--- config.mk ---
export PLATFORM = sky130hd
export DESIGN_NAME = dmem_arbiter
export DESIGN_NICKNAME = d
export VERILOG_FILES = /design/src/rtl/dmem_arbiter_pkg.sv /design/src/rtl/dmem_arbiter_sat_counter.sv /design/src/rtl/dmem_arbiter.sv
export SDC_FILE = /design/constraint.sdc
export NUM_CORES = 1
export LEC_CHECK = 0
export BUFFER_PORTS_ARGS = -buffer_cell sky130_fd_sc_hd__buf_2
export CAP_MARGIN = 20
export CORE_AREA = 2 2 85 87
export DETAILED_ROUTE_END_ITERATION = 7
export DIE_AREA = 0 0 87 89
export PLACE_DENSITY = 0.74
export SYNTH_ARGS = -nofsm -noshare
export SYNTH_HDL_FRONTEND = slang
export SYNTH_SLANG_ARGS = --single-unit
--- constraint.sdc ---
create_clock -name clk_i -period 1.3 [get_ports clk_i]
set_input_delay 0.13 -clock clk_i [delete_from_list [all_inputs] [get_ports clk_i]]
set_output_delay 0.13 -clock clk_i [all_outputs]
set_load 0.1 [all_outputs]
--- src/rtl/dmem_arbiter_pkg.sv ---
// -----------------------------------------------------------------------------
// dmem_arbiter_pkg
// Shared definitions for the data-memory arbiter: ownership state encodings
// and a helper that sizes the saturating counters.
// -----------------------------------------------------------------------------
package dmem_arbiter_pkg;

  // Ownership phases of the shared data memory
  typedef enum logic [1:0] {
    ST_CPU_OWN  = 2'b00,
    ST_HANDOVER = 2'b01,
    ST_EXT_OWN  = 2'b10,
    ST_RETURN   = 2'b11
  } arb_state_e;

  // Bits needed to hold 0..max_val without wrapping
  function automatic int unsigned cnt_width(input int unsigned max_val);
    return (max_val < 32'd1) ? 32'd1 : $clog2(max_val + 32'd1);
  endfunction

endpackage

--- src/rtl/dmem_arbiter_sat_counter.sv ---
// -----------------------------------------------------------------------------
// dmem_arbiter_sat_counter
// Up-counter that saturates at MAX. Synchronous clear has priority over
// increment. RST_VAL selects the value loaded by the asynchronous reset.
// Ports:
//   clk_i   clock, rising edge
//   rst_ni  asynchronous active-low reset
//   clr_i   synchronous clear to zero
//   inc_i   increment (held at MAX once reached)
//   out_o   registered count
// -----------------------------------------------------------------------------
module dmem_arbiter_sat_counter
  import dmem_arbiter_pkg::*;
#(
  parameter int unsigned MAX     = 8,
  parameter int unsigned RST_VAL = 0,
  parameter int unsigned W       = cnt_width(MAX)
) (
  input  logic         clk_i,
  input  logic         rst_ni,
  input  logic         clr_i,
  input  logic         inc_i,
  output logic [W-1:0] out_o
);

  logic [W-1:0] cnt_q;
  logic [W-1:0] cnt_d;

  // Next count: clear wins, otherwise step up until MAX
  always_comb begin
    cnt_d = cnt_q;
    if (clr_i) begin
      cnt_d = '0;
    end else if (inc_i && (cnt_q != W'(MAX))) begin
      cnt_d = cnt_q + W'(1);
    end else begin
      cnt_d = cnt_q;
    end
  end

  // Count register
  always_ff @(posedge clk_i or negedge rst_ni) begin
    if (!rst_ni) begin
      cnt_q <= W'(RST_VAL);
    end else begin
      cnt_q <= cnt_d;
    end
  end

  assign out_o = cnt_q;

endmodule

--- src/rtl/dmem_arbiter.sv ---
// -----------------------------------------------------------------------------
// dmem_arbiter
// Shares the single-port data memory between the CPU datapath and one external
// master using a hold/holdack handshake. The CPU is stalled whenever it does
// not own the memory. External bursts are capped at MAX_BURST cycles while the
// CPU is waiting, and the CPU keeps the memory for at least CPU_SLOT cycles
// after each return before another handover.
// Ports:
//   clk_i, rst_ni                 clock / asynchronous active-low reset
//   cpu_req_i/we_i/a_i/d_i        CPU access request, write enable, addr, data
//   cpu_q_o, cpu_stall_o          CPU read data, stall
//   ext_hold_i, ext_holdack_o     external request / grant
//   ext_we_i/a_i/d_i, ext_q_o     external write enable, addr, data, read data
//   mem_we_o/a_o/d_o, mem_q_i     dmem port (combinational read data)
// -----------------------------------------------------------------------------
module dmem_arbiter
  import dmem_arbiter_pkg::*;
#(
  parameter int unsigned WIDE      = 32,
  parameter int unsigned AW        = 6,
  parameter int unsigned MAX_BURST = 8,
  parameter int unsigned CPU_SLOT  = 2
) (
  input  logic            clk_i,
  input  logic            rst_ni,
  input  logic            cpu_req_i,
  input  logic            cpu_we_i,
  input  logic [AW-1:0]   cpu_a_i,
  input  logic [WIDE-1:0] cpu_d_i,
  output logic [WIDE-1:0] cpu_q_o,
  output logic            cpu_stall_o,
  input  logic            ext_hold_i,
  output logic            ext_holdack_o,
  input  logic            ext_we_i,
  input  logic [AW-1:0]   ext_a_i,
  input  logic [WIDE-1:0] ext_d_i,
  output logic [WIDE-1:0] ext_q_o,
  output logic            mem_we_o,
  output logic [AW-1:0]   mem_a_o,
  output logic [WIDE-1:0] mem_d_o,
  input  logic [WIDE-1:0] mem_q_i
);

  localparam int unsigned BW = cnt_width(MAX_BURST);
  localparam int unsigned SW = cnt_width(CPU_SLOT);

  arb_state_e    state_q;
  logic          holdack_q;
  logic [BW-1:0] burst_cnt_s;
  logic [SW-1:0] slot_cnt_s;
  logic          burst_clr_s;
  logic          burst_inc_s;
  logic          slot_clr_s;
  logic          slot_inc_s;
  logic          slot_full_s;
  logic          burst_last_s;

  // Counter controls derived from the current ownership phase
  always_comb begin
    burst_clr_s  = (state_q == ST_HANDOVER) && ext_hold_i;
    burst_inc_s  = (state_q == ST_EXT_OWN) && cpu_req_i;
    slot_clr_s   = (state_q == ST_RETURN);
    slot_inc_s   = (state_q == ST_CPU_OWN);
    slot_full_s  = (slot_cnt_s == SW'(CPU_SLOT));
    burst_last_s = (burst_cnt_s == BW'(MAX_BURST - 1));
  end

  dmem_arbiter_sat_counter #(
    .MAX     (MAX_BURST),
    .RST_VAL (0),
    .W       (BW)
  ) u_burst_cnt (
    .clk_i  (clk_i),
    .rst_ni (rst_ni),
    .clr_i  (burst_clr_s),
    .inc_i  (burst_inc_s),
    .out_o  (burst_cnt_s)
  );

  // Slot counter resets full so the first handover is not delayed
  dmem_arbiter_sat_counter #(
    .MAX     (CPU_SLOT),
    .RST_VAL (CPU_SLOT),
    .W       (SW)
  ) u_slot_cnt (
    .clk_i  (clk_i),
    .rst_ni (rst_ni),
    .clr_i  (slot_clr_s),
    .inc_i  (slot_inc_s),
    .out_o  (slot_cnt_s)
  );

  // Ownership FSM with registered grant
  always_ff @(posedge clk_i or negedge rst_ni) begin
    if (!rst_ni) begin
      state_q   <= ST_CPU_OWN;
      holdack_q <= 1'b0;
    end else begin
      case (state_q)
        ST_CPU_OWN: begin
          holdack_q <= 1'b0;
          if (ext_hold_i && slot_full_s) begin
            state_q <= ST_HANDOVER;
          end else begin
            state_q <= ST_CPU_OWN;
          end
        end
        ST_HANDOVER: begin
          // A hold that dropped during the handover cycle aborts the grant
          if (ext_hold_i) begin
            state_q   <= ST_EXT_OWN;
            holdack_q <= 1'b1;
          end else begin
            state_q   <= ST_CPU_OWN;
            holdack_q <= 1'b0;
          end
        end
        ST_EXT_OWN: begin
          // Forced release still lets this cycle's external access complete
          if (!ext_hold_i || (cpu_req_i && burst_last_s)) begin
            state_q   <= ST_RETURN;
            holdack_q <= 1'b0;
          end else begin
            state_q   <= ST_EXT_OWN;
            holdack_q <= 1'b1;
          end
        end
        ST_RETURN: begin
          state_q   <= ST_CPU_OWN;
          holdack_q <= 1'b0;
        end
        default: begin
          state_q   <= ST_CPU_OWN;
          holdack_q <= 1'b0;
        end
      endcase
    end
  end

  // Memory port mux; writes are blocked in both transition phases
  always_comb begin
    mem_we_o    = 1'b0;
    mem_a_o     = cpu_a_i;
    mem_d_o     = cpu_d_i;
    cpu_stall_o = cpu_req_i;
    case (state_q)
      ST_CPU_OWN: begin
        mem_we_o    = cpu_req_i & cpu_we_i;
        mem_a_o     = cpu_a_i;
        mem_d_o     = cpu_d_i;
        cpu_stall_o = 1'b0;
      end
      ST_EXT_OWN: begin
        mem_we_o    = ext_we_i;
        mem_a_o     = ext_a_i;
        mem_d_o     = ext_d_i;
        cpu_stall_o = cpu_req_i;
      end
      ST_HANDOVER, ST_RETURN: begin
        mem_we_o    = 1'b0;
        mem_a_o     = cpu_a_i;
        mem_d_o     = cpu_d_i;
        cpu_stall_o = cpu_req_i;
      end
      default: begin
        mem_we_o    = 1'b0;
        mem_a_o     = cpu_a_i;
        mem_d_o     = cpu_d_i;
        cpu_stall_o = cpu_req_i;
      end
    endcase
  end

  assign ext_holdack_o = holdack_q;
  assign cpu_q_o       = mem_q_i;
  assign ext_q_o       = mem_q_i;

endmodule
Yosys cells after proc, flatten, opt, wreduce, memory -nomap -nowiden
Index checks and enable logic that the tools add are counted.

word-level totals
  register bits after elaboration = 9
  logic and storage cells = 44

cells by class
  add/subtract/negate cells = 2
  equal/unequal tests = 7
  mux-type cells = 15
  bitwise operators = 1
  reduce and logical (&&, ||, !) cells = 15

operators with widths
  cell                 count
  $pmux 32 s2          1
  $pmux 6 s2           1
  $mux 4               2
  $pmux 2 s4           1
  $eq 2x2->1 const B   3
  $logic_and 1x1->1    6
  $mux 2               3
  $pmux 1 s3           2
  $reduce_or 3->1      2
  $add 4x1->4 const B  1
  $eq 4x3->1 const B   1
  $mux 1               4
  $ne 4x4->1 const B   1
  $reduce_bool 2->1    2
  $reduce_or 2->1      2
  $add 2x1->2 const B  1
  $eq 2x1->1 const B   1
  $logic_not 2->1      1
  $ne 2x2->1 const B   1
  $pmux 1 s2           1
  $and 1x1->1          1
  $logic_not 1->1      1
  $logic_or 1x1->1     1

Depth between registers and ports, before layout
  word-level depth = 5
  gate-level depth with buffers = 5
  gate-level depth less buffers = 5

Hierarchy
A second synthesis with hierarchy kept.

second synthesis, totals
  cell total of the unflattened synthesis = 161
  area total of the unflattened synthesis = 1,681.6 µm²

modules (own cells, without submodules)
  module                                  times used  cells an instance  area each (µm²)  seq. area each (µm²)
  dmem_arbiter                            1           127                1,321.3          75.1
  dmem_arbiter_sat_counter (u_burst_cnt)  1           23                 229.0            100.1
  dmem_arbiter_sat_counter (u_slot_cnt)   1           11                 131.4            51.3

Least setup slack after synthesis
OpenSTA, ideal clock, no wires.

  path kind = register to output
  start point = register (tool-made name)
  end point = output mem_we_o
  arrival = 2.169 ns
  path slack = -0.999 ns
  stages on the path, launching flop included = 4
  cells stage by stage = dfrtp_1 buf_4 nand3b_1 a21oi_1

RTL lines
  element           RTL line            RTL
  end: declaration  dmem_arbiter.sv:38  output logic mem_we_o,

Final worst setup path
  start point = register state_q[0]
  end point = output mem_d_o[21]

between the ends
  longest elaborated chain between the ends = 3
  elaborated cells between the ends (all ways) = 6
  classes of those cells = eq/ne: 3; mux: 1; reduce/logical: 2

RTL lines
  element                             RTL line             RTL
  start: declaration                  dmem_arbiter.sv:47   arb_state_e state_q;
  start signal: assignment            dmem_arbiter.sv:96   state_q <= ST_CPU_OWN;
  start signal: assignment            dmem_arbiter.sv:103  state_q <= ST_HANDOVER;
  start signal: assignment            dmem_arbiter.sv:105  state_q <= ST_CPU_OWN;
  $eq 2x2->1 (tied with other cells)  dmem_arbiter.sv:146  case (state_q)
  $reduce_or 3->1 (no line)           n/a
  $pmux 32 s2 (*)                     dmem_arbiter.sv:146
  end: declaration                    dmem_arbiter.sv:40   output logic [WIDE-1:0] mem_d_o,

Every way passes the cells marked *; elsewhere a longest branch is shown, timed or not.

==> flow_summary_export.csv <==
group,metric,value,unit
placed_design,dp_cells,375,
layout,final_net_count,432,
yosys,synth_enable_flop_cells,0,
yosys,synthesis.yosys.warnings,0,
floorplanning,die_width,87,um
yosys,synthArstFlopShare,1.00,
sta,report.final.slew_viol_count,0,
status,outcome,"finished, violations left",
sta,setup-violations-final,46,
yosys,synth_flop_cell,"dfrtp_1",
worst_hold_path,worstHoldPathType,"input pin to register",
clock_network,clock_sinks,9,
floorplanning,start_util,0.220,
detailed_routing,dr_total_vias,1717,
yosys,synth-seq-cells,9,
yosys,yosys-top-cells-count,"nand2_1 (119), buf_4 (66), buf_2 (8), dfrtp_1 (8), inv_1 (6)",
detailed_routing,route.detailed.wl_per_inst,13.0,um
sta,tightest_slew,0.502,ns
yosys,synthesis.instances,240,
sta,hold-worst-slack,0.178,ns
yosys,syn-mean-instance-area,6.16,sq um
sta,post-route-min-period,1.54,ns
grt,wire_length_of_the_first_global_routing_pass,7410,um
critical_path,crit_required,1.17,ns
critical_path,critical-path-top-cell-by-count,"buf_12",
grt,maximum_number_of_pins_on_one_net_before_global_route_repair,22,
clock_network,clk_latency,0.23,ns
pwr,static-leakage-power,1.56,nW
floorplanning,num_io_pins,219,
layout,post_route_cells_drive_above_1_share,0.825,
detailed_routing,remaining_drc_errors,0,
layout,n_antenna_cell,0,
sta,maxClockFrequency,648,MHz
sta,rsz_0062_raised_after_global_routing,"yes",
flow_run,maxCapViolCount,0,
yosys,synth_top_cells_by_area,"buf_4 (34%), nand2_1 (30%), dfrtp_1 (14%)",
placed_design,placed_cell_area,2900,sq um
placed_design,count_of_buffers_from_port_buffering,122,
status,violations,"setup timing",
layout,synthToLayoutAreaGrowth,127,%
layout,finish.utilization,0.500,
yosys,synthDistinctLibCells,25,
sta,tns,-9.20,ns
clock_network,tritoncts,"built",
yosys,synth_seq_area_share,0.153,
grt,grt_usage,0.119,
yosys,mappedNetlistArea,1480,sq um
grt,grt_pass1_vias,1723,
clock_network,cts.htree.levels,1,
sta,final.setup_skew,0.000345,ns
critical_path,cp-start-kind,"register",
grt,grt.overflow.total,0,
critical_path,worst_path_cell_trace,"nor2b_4 > buf_4 > buf_12 > nand2_2 > nand2_8 > buf_12",
yosys,yosys.cell_count.top_type,"nand2_1",
pwr,irDropWorstVdd,0.00167,V
detailed_routing,drt_iter0_markers,24,
sta,finalCritPeriodShare,1.19,
floorplanning,coreArea,6720,sq um
detailed_routing,routed_via_density,4.36,
sta,slew_headroom,0.668,
sta,post-route-worst-setup-slack,-0.244,ns
pwr,design_power_total,11.1,mW
yosys,synth_largest_area_cell,"buf_4",
yosys,synth_fp_nets,357,
critical_path,critical-path-slowest-cell,"dfrtp_1",
placed_design,place_worst_setup_slack,-0.0931,ns
detailed_routing,route.final.wire_length,5140,um
clock_network,cts_root_buffer,"clkbuf_8",
sta,count_of_final_hold_check_violations,0,
critical_path,crit_path_max_incr_delay,0.41,ns
pwr,power-per-cell-area,3300,nW/um^2
floorplanning,die_h,89,um
floorplanning,row_count,30,
clock_network,cts_inserted_buffers,3,
yosys,synth.top_cell.area_share,0.335,
worst_hold_path,holdCritStartpoint,"ext_hold_i",
layout,final_design_area_no_fill,3360,sq um
floorplanning,design.die.area,7740,sq um
clock_network,cts_buffer_depth,2,
grt,grt_antenna_before_repair,0,
detailed_routing,firstDrtPassIters,4,
clock_network,clock_input_transition_at_the_sequential_cells_of_the_worst_setup_and_hold_paths,0.05,ns
critical_path,worst_setup_startpoint,"state_q[0]$_DFF_PN0_",
placed_design,dp_hpwl,3830,um
critical_path,crit_path_max_fo,17,
layout,final_cells,394,
placed_design,finalWeightedCongestion,0.798,
detailed_routing,antenna_violating_nets_post_route,0,
critical_path,category_of_the_critical_setup_timing_path,"register to primary output",
critical_path,timing.critical_path.to_type,"primary output",
critical_path,worst_ep_arrival_time,1.41,ns
-- what timing repair did --
item	CTS	global route
hold buffers	1	0
cloned	1	1
pin swaps	4	4
endpoints found under the setup margin	42	47
setup buffers	5	8
hold endpoints to repair	9	0
resized for setup	47	43
-- cells by family (layout without fill, tap and decap cells) --
group | Yosys count | count (layout) | share of synthesized area
adders and majority gates | 3 | 3 | 0.0254
DFF | 9 | 9 | 0.153
and+or+nand+nor | 132 | 132 | 0.362
AOI/OAI and AO/OA | 14 | 14 | 0.0677
muxes | 2 | 2 | 0.0135
buffers and inverters | 80 | 154 | 0.378
-- report_power, final --
group / leakage, nW / internal (mW) / switching, mW
Sequential: 0.114 / 0.418 / 0.136
Combinational: 1.42 / 3.85 / 6.36
Clock: 0.0228 / 0.214 / 0.117
Total: 1.56 / 4.48 / 6.61
-- cells in the final DEF, fill, tap and decap left out, drive strengths merged, types with 2 or more instances in the layout --
cell type	count
a21oi	4
buf	142
clkbuf	5
dfrtp	8
ha	3
inv	6
mux2i	2
nand2	119
nand3b	3
nor2	3
nor2b	2
nor3	2
o21ai	2
o2bb2ai	2
o31ai	2
-- critical path, delay by kind of cell, from the launching register on --
kind	cells	cell delay, ns
and+or+nand+nor	3	0.31
buffers and inverters	3	0.44
DFF	1	0.41
-- final cells by class --
cell class | count | area [sq um]
fillers | 579 | 3360
multi-input cells | 151 | 1490
repair buffers | 144 | 1480
flip-flops and latches | 9 | 226
well taps | 80 | 100
clock buffers | 4 | 45.0
inverters | 6 | 22.5
-- final timing paths --
| kind | end | slack [ns] | cells past startpoint |
|---|---|---|---|
| setup / recovery | mem_d_o[21] | -0.24 | 6 |
| max in group asynchronous | u_slot_cnt.out_o[1]$_DFFE_PN1P_ | 0.77 | 2 |
| min in group asynchronous | u_burst_cnt.out_o[1]$_DFFE_PN0P_ | 0.28 | 2 |
| setup reg to reg | u_burst_cnt.out_o[1]$_DFFE_PN0P_ | -0.07 | 7 |
| hold reg to reg | u_slot_cnt.out_o[1]$_DFFE_PN1P_ | 0.53 | 1 |
| hold / removal | ext_holdack_o$_DFF_PN0_ | 0.18 | 3 |
-- per-layer routing --
layer,up-vias,global-route usage,part of all wire
met5,-,0,0
met2,96,0.241,0.55
met4,0,0.0455,0.0086
li1,823,-,-
met3,4,0.0240,0.097
met1,794,0.118,0.34
No activity file was read; power rests on OpenSTA's default activity.
